## config.mk

```make
export PLATFORM = sky130hd
export DESIGN_NAME = pc_stack_unit
export DESIGN_NICKNAME = d
export VERILOG_FILES = /design/src/rtl/pc_pkg.sv /design/src/rtl/ras_stack.sv /design/src/rtl/pc_stack_unit.sv
export SDC_FILE = /design/constraint.sdc
export NUM_CORES = 1
export LEC_CHECK = 0
export CAP_MARGIN = 30
export CORE_MARGIN = 5
export CORE_UTILIZATION = 45
export DETAILED_ROUTE_END_ITERATION = 8
export PLACE_DENSITY = 0.75
export SKIP_CTS_REPAIR_TIMING = 1
export SLEW_MARGIN = 25
export SYNTH_ARGS = -nofsm -noshare
export SYNTH_HDL_FRONTEND = slang
export SYNTH_HIERARCHICAL = 1
export SYNTH_SLANG_ARGS = --single-unit
```

## constraint.sdc

```tcl
create_clock -name clk -period 3.3 [get_ports clk]
set_clock_uncertainty 0.1 [all_clocks]
set_input_delay 0.33 -clock clk [delete_from_list [all_inputs] [get_ports clk]]
set_output_delay 0.33 -clock clk [all_outputs]
set_load 0.02 [all_outputs]
```

## src/rtl/pc_pkg.sv

```systemverilog
// Shared definitions for the program-counter unit: redirect sources and
// default vector constants.
package pc_pkg;

    // Source of the update applied to the program counter in a cycle.
    typedef enum logic [2:0] {
        SEQ,
        CALL,
        RET,
        RETI,
        BRANCH,
        IRQ
    } redirect_src_e;

    localparam int unsigned PC_DEF_AW        = 10;
    localparam int unsigned PC_DEF_RAS_DEPTH = 8;
    localparam int unsigned PC_DEF_RESET_VEC = 0;

    // Default interrupt entry: four words below the top of the address space.
    function automatic int unsigned pc_def_irq_vec(input int unsigned aw);
        return (32'd1 << aw) - 32'd4;
    endfunction

endpackage

```

## src/rtl/ras_stack.sv

```systemverilog
// Circular return-address stack. A push when full overwrites the oldest
// entry; a pop when empty leaves the stack untouched. Over/underflow flags
// are sticky until clr_err (a same-cycle set wins).
// Ports: clk, reset (async, active-high), push/pop/push_data requests,
//        clr_err; top_c (combinational top entry), count, full, empty,
//        ovf, unf (registered).
module ras_stack #(
    parameter int unsigned AW        = 10,
    parameter int unsigned RAS_DEPTH = 8
) (
    input  logic                               clk,
    input  logic                               reset,
    input  logic                               push,
    input  logic                               pop,
    input  logic [AW-1:0]                      push_data,
    input  logic                               clr_err,
    output logic [AW-1:0]                      top_c,
    output logic [$clog2(RAS_DEPTH+1)-1:0]     count,
    output logic                               full,
    output logic                               empty,
    output logic                               ovf,
    output logic                               unf
);
    localparam int unsigned CW = $clog2(RAS_DEPTH + 1);
    localparam int unsigned PW = $clog2(RAS_DEPTH);

    logic [AW-1:0] r_mem [RAS_DEPTH];
    logic [PW-1:0] r_sp;
    logic [CW-1:0] r_count;
    logic          r_full;
    logic          r_empty;
    logic          r_ovf;
    logic          r_unf;

    logic [PW-1:0] w_sp_nxt;
    logic [CW-1:0] w_count_nxt;
    logic          w_ovf_set;
    logic          w_unf_set;
    logic [PW-1:0] w_top_idx;

    // Next pointer/count; push and pop are mutually exclusive at the caller.
    always_comb begin
        w_sp_nxt    = r_sp;
        w_count_nxt = r_count;
        w_ovf_set   = 1'b0;
        w_unf_set   = 1'b0;
        if (push) begin
            w_sp_nxt = r_sp + PW'(1);
            if (r_full) begin
                w_ovf_set = 1'b1;
            end else begin
                w_count_nxt = r_count + CW'(1);
            end
        end else if (pop) begin
            if (r_empty) begin
                w_unf_set = 1'b1;
            end else begin
                w_sp_nxt    = r_sp - PW'(1);
                w_count_nxt = r_count - CW'(1);
            end
        end
    end

    // Storage carries no reset; contents after reset are don't-care.
    always_ff @(posedge clk) begin
        if (push) begin
            r_mem[r_sp] <= push_data;
        end
    end

    always_ff @(posedge clk or posedge reset) begin
        if (reset) begin
            r_sp    <= '0;
            r_count <= '0;
            r_full  <= 1'b0;
            r_empty <= 1'b1;
            r_ovf   <= 1'b0;
            r_unf   <= 1'b0;
        end else begin
            r_sp    <= w_sp_nxt;
            r_count <= w_count_nxt;
            r_full  <= (w_count_nxt == CW'(RAS_DEPTH));
            r_empty <= (w_count_nxt == '0);
            r_ovf   <= w_ovf_set | (r_ovf & ~clr_err);
            r_unf   <= w_unf_set | (r_unf & ~clr_err);
        end
    end

    always_comb w_top_idx = r_sp - PW'(1);

    assign top_c = r_mem[w_top_idx];
    assign count = r_count;
    assign full  = r_full;
    assign empty = r_empty;
    assign ovf   = r_ovf;
    assign unf   = r_unf;

endmodule

```

## src/rtl/pc_stack_unit.sv

```systemverilog
// Program counter with return-address stack and single-level interrupt.
// Priority per cycle: irq (when not in_irq) > branch > reti > ret > call >
// sequential; stall only holds the sequential increment.
// Ports: clk, reset (async, active-high); stall, branch/branch_address,
//        call/call_target, ret, irq, reti, clr_err inputs; pc_out,
//        ras_count, ras_empty, ras_full, ras_ovf, ras_unf, in_irq,
//        redirect outputs (all registered).
module pc_stack_unit
    import pc_pkg::*;
#(
    parameter int unsigned   AW        = PC_DEF_AW,
    parameter int unsigned   RAS_DEPTH = PC_DEF_RAS_DEPTH,
    parameter logic [AW-1:0] RESET_VEC = AW'(PC_DEF_RESET_VEC),
    parameter logic [AW-1:0] IRQ_VEC   = AW'(pc_def_irq_vec(AW))
) (
    input  logic                           clk,
    input  logic                           reset,
    input  logic                           stall,
    input  logic                           branch,
    input  logic [AW-1:0]                  branch_address,
    input  logic                           call,
    input  logic [AW-1:0]                  call_target,
    input  logic                           ret,
    input  logic                           irq,
    input  logic                           reti,
    input  logic                           clr_err,
    output logic [AW-1:0]                  pc_out,
    output logic [$clog2(RAS_DEPTH+1)-1:0] ras_count,
    output logic                           ras_empty,
    output logic                           ras_full,
    output logic                           ras_ovf,
    output logic                           ras_unf,
    output logic                           in_irq,
    output logic                           redirect
);
    logic [AW-1:0]  r_pc;
    logic           r_in_irq;
    logic           r_redirect;

    redirect_src_e  w_src;
    logic [AW-1:0]  w_pc_inc;
    logic [AW-1:0]  w_pc_nxt;
    logic           w_in_irq_nxt;
    logic           w_push;
    logic           w_pop;
    logic [AW-1:0]  w_push_data;
    logic [AW-1:0]  w_top;

    // Select the single winning request; everything else is dropped.
    always_comb begin
        w_src = SEQ;
        if (irq && !r_in_irq) begin
            w_src = IRQ;
        end else if (branch) begin
            w_src = BRANCH;
        end else if (reti) begin
            w_src = RETI;
        end else if (ret) begin
            w_src = RET;
        end else if (call) begin
            w_src = CALL;
        end
    end

    always_comb w_pc_inc = r_pc + AW'(1);

    // Next PC, interrupt state and stack request for the winning source.
    always_comb begin
        w_pc_nxt     = r_pc;
        w_in_irq_nxt = r_in_irq;
        w_push       = 1'b0;
        w_pop        = 1'b0;
        w_push_data  = w_pc_inc;
        case (w_src)
            IRQ: begin
                w_push       = 1'b1;
                w_push_data  = r_pc;
                w_pc_nxt     = IRQ_VEC;
                w_in_irq_nxt = 1'b1;
            end
            BRANCH: w_pc_nxt = branch_address;
            RETI, RET: begin
                w_pop    = 1'b1;
                // Underflow falls through to the next sequential address.
                w_pc_nxt = ras_empty ? w_pc_inc : w_top;
                if (w_src == RETI) begin
                    w_in_irq_nxt = 1'b0;
                end
            end
            CALL: begin
                w_push   = 1'b1;
                w_pc_nxt = call_target;
            end
            default: begin
                if (!stall) begin
                    w_pc_nxt = w_pc_inc;
                end
            end
        endcase
    end

    always_ff @(posedge clk or posedge reset) begin
        if (reset) begin
            r_pc       <= RESET_VEC;
            r_in_irq   <= 1'b0;
            r_redirect <= 1'b0;
        end else begin
            r_pc       <= w_pc_nxt;
            r_in_irq   <= w_in_irq_nxt;
            r_redirect <= (w_src != SEQ);
        end
    end

    ras_stack #(
        .AW        (AW),
        .RAS_DEPTH (RAS_DEPTH)
    ) u_ras (
        .clk       (clk),
        .reset     (reset),
        .push      (w_push),
        .pop       (w_pop),
        .push_data (w_push_data),
        .clr_err   (clr_err),
        .top_c     (w_top),
        .count     (ras_count),
        .full      (ras_full),
        .empty     (ras_empty),
        .ovf       (ras_ovf),
        .unf       (ras_unf)
    );

    assign pc_out   = r_pc;
    assign in_irq   = r_in_irq;
    assign redirect = r_redirect;

endmodule

```

* After elaboration in Yosys (flattened, before gate mapping)
Memory sizes are Yosys's and may differ from the RTL's.
Cells that the tools add are included.
** Cells by class
- Add/sub/neg operators :: 5
- Equal/unequal tests :: 9
- Multiplexer cells :: 27
- Bitwise gates (word level) :: 5
- Reductions and logical operators :: 10
** Operator list (number)
- 10-bit one-hot mux with 4 select lines :: 1
- 10-bit two-way mux :: 3
- 4-bit two-way mux :: 4
- 3-bit two-way mux :: 5
- 1-bit two-way mux :: 11
- 10-bit by 1-bit adder with 10-bit output (second input constant) :: 1
- 3-bit by 2-bit equality test with 1-bit output (second input constant) :: 2
- 3-bit equality test (second input constant) :: 2
- 5-bit by 1-bit inequality test with 1-bit output (second input constant) :: 1
- 4-bit by 1-bit adder with 4-bit output (second input constant) :: 1
- 4-bit equality test (second input constant) :: 1
- 4-bit zero test :: 1
- 2-bit two-way mux :: 2
- 2-bit AND reduction :: 2
- 2-bit nonzero test :: 2
- 2-bit OR reduction :: 2
- 4-bit by 1-bit subtractor with 4-bit output (second input constant) :: 1
- 3-bit by 1-bit adder with 3-bit output (second input constant) :: 1
- 3-bit by 1-bit equality test with 1-bit output (second input constant) :: 1
- 3-bit nonzero test :: 1
- 3-bit by 1-bit subtractor with 3-bit output (second input constant) :: 1
- 1-bit AND :: 2
- 2-bit by 1-bit inequality test with 1-bit output (second input constant) :: 1
- 2-bit inequality test (second input constant) :: 1
- other kinds (5) :: 6
** Word-level totals
- Bits in registers :: 23
- Bits in writable memories :: 80
- Memories kept :: 1
** Memories
- u_ras.r_mem :: depth 8, bits a word 10, rd ports 1, clocked after memory_dff 0, write ports 1, line ras_stack.sv:27 : logic [AW-1:0] r_mem [RAS_DEPTH];

* Depth between registers and ports, before layout
Gate-level depths: netlist of the first run.
- Depth after elaboration :: 11
- Depth in mapped cells :: 11

* By module
The synthesis of the first run kept the hierarchy.
** Modules (own cells, without submodules)
- ras_stack :: instances 1, cells an instance 185, area an instance 3696.0 µm²
- pc_stack_unit :: instances 1, cells an instance 139, area an instance 1214.9 µm²

* Worst setup path after synthesis of the first run
No wires, ideal clock.
- Path kind :: register to register
- Start :: reg u_ras.r_sp[0]
- End :: reg r_pc[4], in the netlist pc_out[4]
- Setup time :: 126 ps
- Arrival :: 2388 ps
- Data required time :: 3074 ps
- Path slack :: 685 ps
- Stages on the path, launching flop included :: 11
- Path buffers :: 3
- Period minus slack after synthesis :: 2615 ps
- Cells stage by stage :: dfrtp_1 buf_6 buf_6 inv_1 ha_1 buf_1 mux4_2 mux2_4 nor2_1 a21oi_1 a221o_2
** Between the ends
- Longest elaborated chain between the ends :: 4
** Ends and longest elaborated chain
- start, declared :: line ras_stack.sv:28 : logic [PW-1:0] r_sp;
- start signal, assigned :: line ras_stack.sv:80 : r_sp <= w_sp_nxt;
- 3-bit by 1-bit subtractor with 3-bit output :: line ras_stack.sv:89 : always_comb w_top_idx = r_sp - PW'(1);
- memory 8 x 10 bit
- net w_top[4] :: line pc_stack_unit.sv:47 : logic [AW-1:0] w_top;
- 10-bit two-way mux :: line pc_stack_unit.sv:85 : w_pc_nxt = ras_empty ? w_pc_inc : w_top;
- 10-bit one-hot mux with 4 select lines :: line pc_stack_unit.sv:74 : case (w_src)
- end signal, assigned :: line pc_stack_unit.sv:108 : r_pc <= w_pc_nxt;
- end, declared :: line pc_stack_unit.sv:36 : logic [AW-1:0] r_pc;
The timed path passes the listed nets, and every way through them passes these cells.
A chain may end at the register's enable or synchronous reset.

* Worst setup path after layout of the first run
- Start :: in branch
- End :: reg u_ras.r_full, in the netlist u_ras/full
** RTL lines
- start, declared :: line pc_stack_unit.sv:19 : input logic branch,
- 3-bit two-way mux (*) :: line pc_stack_unit.sv:54 : end else if (branch) begin
- 3-bit two-way mux (*) :: line pc_stack_unit.sv:52 : if (irq && !r_in_irq) begin
- 3-bit by 1-bit equality test with 1-bit output or 3-bit equality test (tied branches) :: line pc_stack_unit.sv:74
- 2-bit OR reduction (no source line) (*)
- 1-bit two-way mux (*) :: line pc_stack_unit.sv:74
- net w_push :: line pc_stack_unit.sv:44 : logic w_push;
- 4-bit two-way mux (*) :: line ras_stack.sv:47 : if (push) begin
- net u_ras.w_count_nxt[3] :: line ras_stack.sv:36 : logic [CW-1:0] w_count_nxt;
- 4-bit equality test (*) :: line ras_stack.sv:82 : r_full <= (w_count_nxt == CW'(RAS_DEPTH));
- end signal, assigned :: line ras_stack.sv:82
- end, declared :: line ras_stack.sv:30 : logic r_full;
Mark *: on every way through the listed nets, which the timed path passes. The rest lies on a longest branch.

==> results of run 1 <==
==> power by group through the flow <==
| stage | logic, uW | clock network [uW] | registers, uW |
|---|---|---|---|
| 2_1_floorplan | 1470 | 0 | 2010 |
| 3_3_place_gp | 2020 | 0 | 1980 |
| 3_5_place_dp | 2060 | 0 | 1990 |
| 4_1_cts | 2070 | 716 | 1960 |
| 5_1_grt | 2220 | 771 | 2000 |
| 6_report | 2050 | 689 | 1960 |
==> layout by cell type (no fill, tap or decap), types with 6 or more instances in the layout <==
master,Yosys,final
mux4_2,15,15
nand2_1,18,18
mux2_4,6,6
clkdlybuf4s50_1,0,48
dfrtp_1,22,22
clkbuf_8,4,9
nand3_1,6,6
edfxtp_1,80,80
inv_1,9,9
xnor2_1,12,12
xor2_1,12,12
a21oi_1,9,9
nor2_1,19,19
nor3_1,8,8
buf_4,0,14
o21ai_0,11,11
==> sequential cells by signal, summed over array words and instances, names as in the netlist <==
name and flops:
u_ras/r_sp 3, redirect 1, u_ras/unf 1, in_irq 1, u_ras/empty 1, u_ras/count 4, pc_out 10, u_ras/r_mem 80
u_ras/full 1, u_ras/ovf 1
==> stage by stage <==
| step | power [uW] | cells | instance area (um2) | hold slack, ps | util [%] |
|---|---|---|---|---|---|
| after global routing | 4980 | 523 | 5670 | 226 | 52.8 |
| after global placement | 4000 | 507 | 5500 | 412 | 51.2 |
| after detailed placement | 4050 | 507 | 5500 | 413 | 51.2 |
| after CTS | 4750 | 523 | 5670 | 195 | 52.8 |
| final | 4700 | 523 | 5670 | 199 | 52.8 |
| after floorplan | 3480 | 324 | 4910 | 81.7 | - |
==> worst paths after layout <==
path                                    start             to  slack, ps
max in group asynchronous               reset      pc_out[1]       2530
min in group clk                   u_ras/full      u_ras/ovf        420
worst max register to register  u_ras/r_sp[1]      pc_out[3]        850
worst max-delay path                   branch     u_ras/full        840
worst min-delay path                    reset  u_ras/r_sp[1]        200
worst min register to register     u_ras/full      u_ras/ovf        420
==> layout make-up <==
| class | instances | area [um2] |
|---|---|---|
| fill | 897 | 5080 |
| tap | 140 | 175 |
| timing repair buffer | 62 | 586 |
| clock inverter | 6 | 42.5 |
| clock buffer | 10 | 128 |
| multi-input combinational | 192 | 1720 |
| inverter | 10 | 37.5 |
| sequential | 103 | 2980 |
==> layer usage <==
metal	track usage, %	vias to the layer above
met4	5.15	0
met2	23.7	91
li1	-	1358
met3	3.65	11
met5	0	-
met1	20.8	1424
==> logic make-up after synthesis <==
| family | share of synthesized area [%] |
|---|---|
| adder cells (fa/ha/maj) | 1.27 |
| AND/OR/NAND/NOR | 9.68 |
| buffers and inverters | 4.28 |
| AO/OA/AOI/OAI | 7.11 |
| flip-flops | 60.7 |
| XOR/XNOR | 4.28 |
| multiplexers | 12.7 |
==> flow_summary.toml, run 1 <==
[outcome]
outcome = "completed"

[power]
switchingPower_uw = 1660
power_leakage_uw = 0.00196
seq_power_share_pct = 41.7
swShare_pct = 35.3
cellPowerDensity_nw_per_um2 = 828
power_frac_clock_pct = 14.7
intPower_uw = 3040
peakVddDrop_mv = 0.299
combinationalPowerShare_pct = 43.6

[timing]
max_slew_margin_pct = 39.8
min_period_ps = 2460
period_share_pct = 74.6
setup_viol = 0
tightest_slew_ps = 895
hold_viol_final = 0
fmax_ghz = 0.406
slew_viol_final = 0
rsz0062_at_grt = "no"
fin_ws_ps = 840
finalSetupTns_ps = 0

[worst_setup_path]
end_kind = "register"
cp.arrival_ps = 2610
path_delay_family = "simple AND/OR/NAND/NOR gates"
ff2ff_path_depth = 9
path_buf_inv = 1
max_stage_delay_ps = 610
critPathKind = "in2reg"
critPathRequiredTime_ps = 3450
cp_num_cells = 7
start_kind = "primary input"
cp_cell_sequence = "clkdlybuf4s50_1 -> nor4b_4 -> nand2b_1 -> and2b_1 -> a22oi_1 -> xnor2_1 -> nor4b_2"
cpMaxStageDelayCell = "clkdlybuf4s50_1"
worstPathMaxFanout = 12

[cts]
cts.sinks = 103
cts_inserted_buffers = 9
worst_skew_pair.late_latency_ps = 350
h-tree-depth = 3
cts_max_path_buffers = 2
cts_tree = "yes"
path_clk_slew_ps = 90
clock-root-buffer = "clkbuf_8"

[detailed_routing]
wl_met2_um = 4330
drt_iter0_markers = 213
drtAntennaViolNets = 0
vias = 2884
drt-pass1-iter-count = 4
avgViaCountPerCell = 5.51
highest_layer = "met4"
wirelength_um = 9550
wire_per_inst_um = 18.3
wl_met3_um = 651
wl_met1_um = 4410
drcViolationCount = 0

[final_layout]
nets = 412
antennaDiodeCount = 0
layout-drive-gt1-share_pct = 17.2
syn2layout_area_growth_pct = 15.4

[place]
pre_cts_ws_ps = 529
place_congestion = 0.864
dp_hpwl_um = 6650
buffer_ports.inserted = 48

[floorplanning]
initial_core_util_pct = 45.7
ios = 49
dieArea_um2 = 13100
die_width_um = 114
row_count = 38
fp.dieH_um = 114
coreArea_um2 = 10700

[min_path]
hold_class = "in2async"

[synth]
ys_types = 58
synthTopCellsByCount = "80 x edfxtp_1, 22 x dfrtp_1, 19 x nor2_1, 18 x nand2_1, 15 x mux4_2"
synth_top_area_share_pct = 48.9
synth_area_leaders = "edfxtp_1 49%, dfrtp_1 11%, mux4_2 6.9%, mux4_1 2.7%, xnor2_1 2.1%"
synth_warnings = 6
synth-edff-count = 80
synthCells = 324
synth_top_cell_by_area = "edfxtp_1"
ys_seq_area_share_pct = 60.7
syn-cell-area_um2 = 4910
synth_flop_cell = "edfxtp_1"
syn_nets = 358
synth-async-reset-ratio_pct = 22.3
post-synth-top-count-cell = "edfxtp_1"
synth_seq_cells = 103
avgSynthCellArea_um2 = 15.2

[grt]
grt_usage_pct = 15.1
antenna_found_initial = 0
grt_max_degree = 27
grt_pass1_wl_um = 15100
overflow = 0
grt_pass1_vias = 2782

[run]
drv_cap = 0
Note: power is estimated with default switching activity, not from simulation.
==> run 2, diff against run 1 <==
- clock period: 3.3 -> 2.34 ns (I/O delays scaled with it)
==> flow_summary.toml, run 2 (synthesis results as in run 1) <==
[worst_setup_path]
ff2ff_path_depth = 9
cp-startpoint = "u_ras/r_sp[1]"
start_kind = "register"
cp.arrival_ps = 2360
critPathKind = "reg2reg"
critPathRequiredTime_ps = 2490
worstPathMaxFanout = 5
reg2reg_setup_slack_ps = 120
crit_end = "pc_out[1]"
r2r-end = "pc_out[1]"
r2r_start = "u_ras/r_sp[1]"
end_kind = "register"

[timing]
period_share_pct = 94.7
tightest_slew_ps = 621
min_period_ps = 2220
slew_viol_final = 0
max_slew_margin_pct = 58.3
hold_viol_final = 0
holdWs_ps = 105
fmax_ghz = 0.451
rsz0062_at_grt = "no"
fin_ws_ps = 124
setup_viol = 0

[detailed_routing]
drt-pass1-iter-count = 4
wire_per_inst_um = 19.3
vias = 3088
drtAntennaViolNets = 0
wirelength_um = 10700
drt_iter0_markers = 150
drcViolationCount = 0
avgViaCountPerCell = 5.58

[power]
cellPowerDensity_nw_per_um2 = 1200
power_leakage_uw = 0.00214
peakVddDrop_mv = 0.541

[cts]
clock-root-buffer = "clkbuf_8"
h-tree-depth = 3
path_clk_slew_ps = 110
cts.sinks = 103
cts_max_path_buffers = 2
cts_inserted_buffers = 9
worst_skew_pair.late_latency_ps = 360
cts_tree = "yes"

[final_layout]
layout-drive-gt1-share_pct = 26.4
fillers = 842
final_cell_area_um2 = 6020
layout_commonest_cell = "edfxtp_1"
multi_input_area_um2 = 1760
syn2layout_area_growth_pct = 22.5
nets = 442
utilization_pct = 56.0
largest_register_ffs = 80
largest_register = "u_ras/r_mem"
ff_latch_area_um2 = 2980
layout_common_cells = "80 x edfxtp_1, 48 x clkdlybuf4s50_1, 38 x buf_4"
layout.cells.non_filler = 553
antennaDiodeCount = 0

[place]
dp_hpwl_um = 7490
place_area_um2 = 5750
place_inst = 534
buffer_ports.inserted = 48
pre_cts_ws_ps = -93.5
place_congestion = 0.861

[grt]
grt_pass1_vias = 3155
grt_usage_pct = 16.8
overflow = 0
grt_pass1_wl_um = 16800
antenna_found_initial = 0
grt_max_degree = 27

[floorplanning]
dieArea_um2 = 13100
fp.dieH_um = 114
row_count = 38
die_width_um = 114
ios = 49
coreArea_um2 = 10700
initial_core_util_pct = 45.7

[run]
drv_cap = 0

[outcome]
outcome = "completed"

[min_path]
hold_class = "in2async"
==> run 2: cell types whose count changed in the layout (fill, tap and decap cells not counted), moves of 2 or more <==
cell	delta
buf_4	+24
buf_12	+3
inv_1	-2
inv_2	+2
inv_8	+2
nor3_1	-2
nor3_2	+2
==> run 2: cell type report <==
class / count / share of cell area (%)
Multi-Input combinational cell: 192 / 29.3
Tap cell: 140 / 2.91
Sequential cell: 103 / 49.5
Inverter: 10 / 0.624
Clock inverter: 7 / 1.21
Clock buffer: 9 / 2.06
Timing Repair Buffer: 92 / 14.4
==> run 2: through the flow <==
stage | setup TNS (ps) | total power (uW)
floorplan | -64.0 | 4950
finish | 0 | 7240
CTS | 0 | 7090
global placement | -5.48 | 5920
global route | 0 | 7680
detailed placement | -262 | 6000
==> run 2: how the worst min path moves through the flow <==
| stage | slack [ps] | cells past startpoint | to |
|---|---|---|---|
| after global routing | 130 | 2 | u_ras/ovf |
| after detailed placement | 420 | 2 | u_ras/ovf |
| final | 100 | 2 | u_ras/ovf |
| after floorplan | -10 | 1 | u_ras/count[0] |
| after CTS | 90 | 2 | u_ras/ovf |
| after global placement | 420 | 2 | u_ras/ovf |
==> run 2: worst max-delay path, stage by stage (launching register included) <==
cell and delay [ps]:
dfrtp_1 430, inv_2 70, ha_4 290, buf_6 120
mux4_2 300, mux2_4 300, mux2i_2 180, a211oi_2 110
a21oi_2 110, o22ai_1 90
==> run 2: metal layers <==
metal  vias to the layer above  part of all wire, %  track usage (%)
li1                       1422                    -                -
met1                      1558                   42             22.3
met2                       102                   50             27.7
met3                         6                  7.4             3.96
met4                         0                 0.81             4.51
met5                         -                    0                0
==> run 2: where the power goes <==
group / switching (uW) / internal, uW
Sequential: 279 / 2470
Clock: 665 / 423
Combinational: 1640 / 1760
==> run 3, diff against run 2 <==
- CAP_MARGIN: 30 -> 20
- CORE_MARGIN: 5 -> not set
- CTS_CLUSTER_DIAMETER: not set -> 60
==> flow_summary.toml, run 3 (synthesis results as in run 1) <==
[worst_setup_path]
crit_top_cell = "buf_4"
cpMaxStageDelayCell = "dfrtp_2"
ff2ff_path_depth = 9
max_stage_delay_ps = 450
end_kind = "register"
reg2reg_setup_slack_ps = 40
start_kind = "register"
critPathRequiredTime_ps = 2470
cp_cell_sequence = "inv_2 -> ha_4 -> buf_4 -> clkbuf_16 -> buf_4 -> mux4_2 -> mux2_2 -> o21ai_0 -> o221ai_2"
worstPathMaxFanout = 7
critPathKind = "reg2reg"
cp.arrival_ps = 2420

[place]
dp_hpwl_um = 7240
buffer_ports.inserted = 48
place_inst = 533
place_congestion = 0.820

[floorplanning]
die_width_um = 106
initial_core_util_pct = 46.9
ios = 49
dieArea_um2 = 11300
coreArea_um2 = 10500
row_count = 37
fp.dieH_um = 106

[final_layout]
nets = 453
layout-drive-gt1-share_pct = 27.4
fillers = 813
ff_latch_area_um2 = 2980
syn2layout_area_growth_pct = 24.3
layout_commonest_cell = "edfxtp_1"
multi_input_area_um2 = 1740
layout.cells.non_filler = 560
largest_register = "u_ras/r_mem"
largest_register_ffs = 80
antennaDiodeCount = 0
layout_common_cells = "80 x edfxtp_1, 50 x buf_4, 48 x clkdlybuf4s50_1"

[grt]
grt_pass1_wl_um = 16100
antenna_found_initial = 0
overflow = 0
grt_max_degree = 27
grt_pass1_vias = 3002
grt_usage_pct = 18.8

[min_path]
hold_class = "in2async"

[detailed_routing]
drtAntennaViolNets = 0
drcViolationCount = 0
vias = 3097
drt-pass1-iter-count = 4
wirelength_um = 10500
wire_per_inst_um = 18.8
drt_iter0_markers = 255
avgViaCountPerCell = 5.53

[cts]
clock-root-buffer = "clkbuf_8"
cts_inserted_buffers = 9
cts_tree = "yes"
cts.sinks = 103
cts_max_path_buffers = 2
path_clk_slew_ps = 110
worst_skew_pair.late_latency_ps = 360
h-tree-depth = 3

[outcome]
outcome = "completed"

[timing]
rsz0062_at_grt = "no"
min_period_ps = 2300
holdWs_ps = 95.6
slew_viol_final = 0
tightest_slew_ps = 489
hold_viol_final = 0
fmax_ghz = 0.436
setup_viol = 0
max_slew_margin_pct = 67.3
period_share_pct = 98.1

[power]
cellPowerDensity_nw_per_um2 = 1240
power_leakage_uw = 0.00220
peakVddDrop_mv = 0.451

[run]
drv_cap = 0
==> run 3: through the flow <==
stage | util [%] | setup WS, ps | total power [uW] | instance area, um2 | setup TNS [ps]
after floorplan | - | -64.0 | 4950 | 4930 | -64.0
after global placement | 55.0 | 22.1 | 5920 | 5750 | 0
after detailed placement | 55.0 | -52.7 | 6000 | 5750 | -155
after CTS | 57.0 | 1.69 | 7110 | 5960 | 0
after global routing | 58.3 | 0.375 | 7930 | 6100 | 0
final | 58.3 | 44.1 | 7560 | 6100 | 0
==> run 3: critical path, delay by kind of cell (launching register included) <==
| kind | cells | cell delay, ps |
|---|---|---|
| AOI/OAI and AO/OA | 2 | 310 |
| adders and majority gates | 1 | 210 |
| buffers and inverters | 4 | 510 |
| DFF | 1 | 450 |
| muxes | 2 | 580 |
==> run 3: metal layers <==
metal  global-route usage (%)  up-vias  part of all wire (%)
met4                     4.99        0                  0.85
met1                     25.8     1537                    44
met2                     30.8      105                    49
met3                     3.62        6                   5.8
li1                         -     1449                     -
met5                        0        -                     0
==> run 3: path summary, 6_finish.rpt <==
kind,start,to
setup / recovery,u_ras/r_sp[0],pc_out[5]
min in group clk,clr_err,u_ras/unf
max in group asynchronous,reset,pc_out[4]
setup reg to reg,u_ras/r_sp[0],pc_out[5]
hold / removal,reset,u_ras/unf
hold reg to reg,u_ras/full,u_ras/ovf
==> run 3: final cells by class <==
type                            instances  share of cell area, %
Inverter                               10                  0.615
Tap cell                              136                   2.79
Multi-Input combinational cell        192                   28.6
Clock buffer                            9                   2.03
Timing Repair Buffer                  103                   15.8
Sequential cell                       103                   48.8
Clock inverter                          7                   1.33
==> run 3: power breakdown <==
group	switching [uW]	internal, uW
Combinational	1670	2010
Sequential	292	2470
Clock	680	435
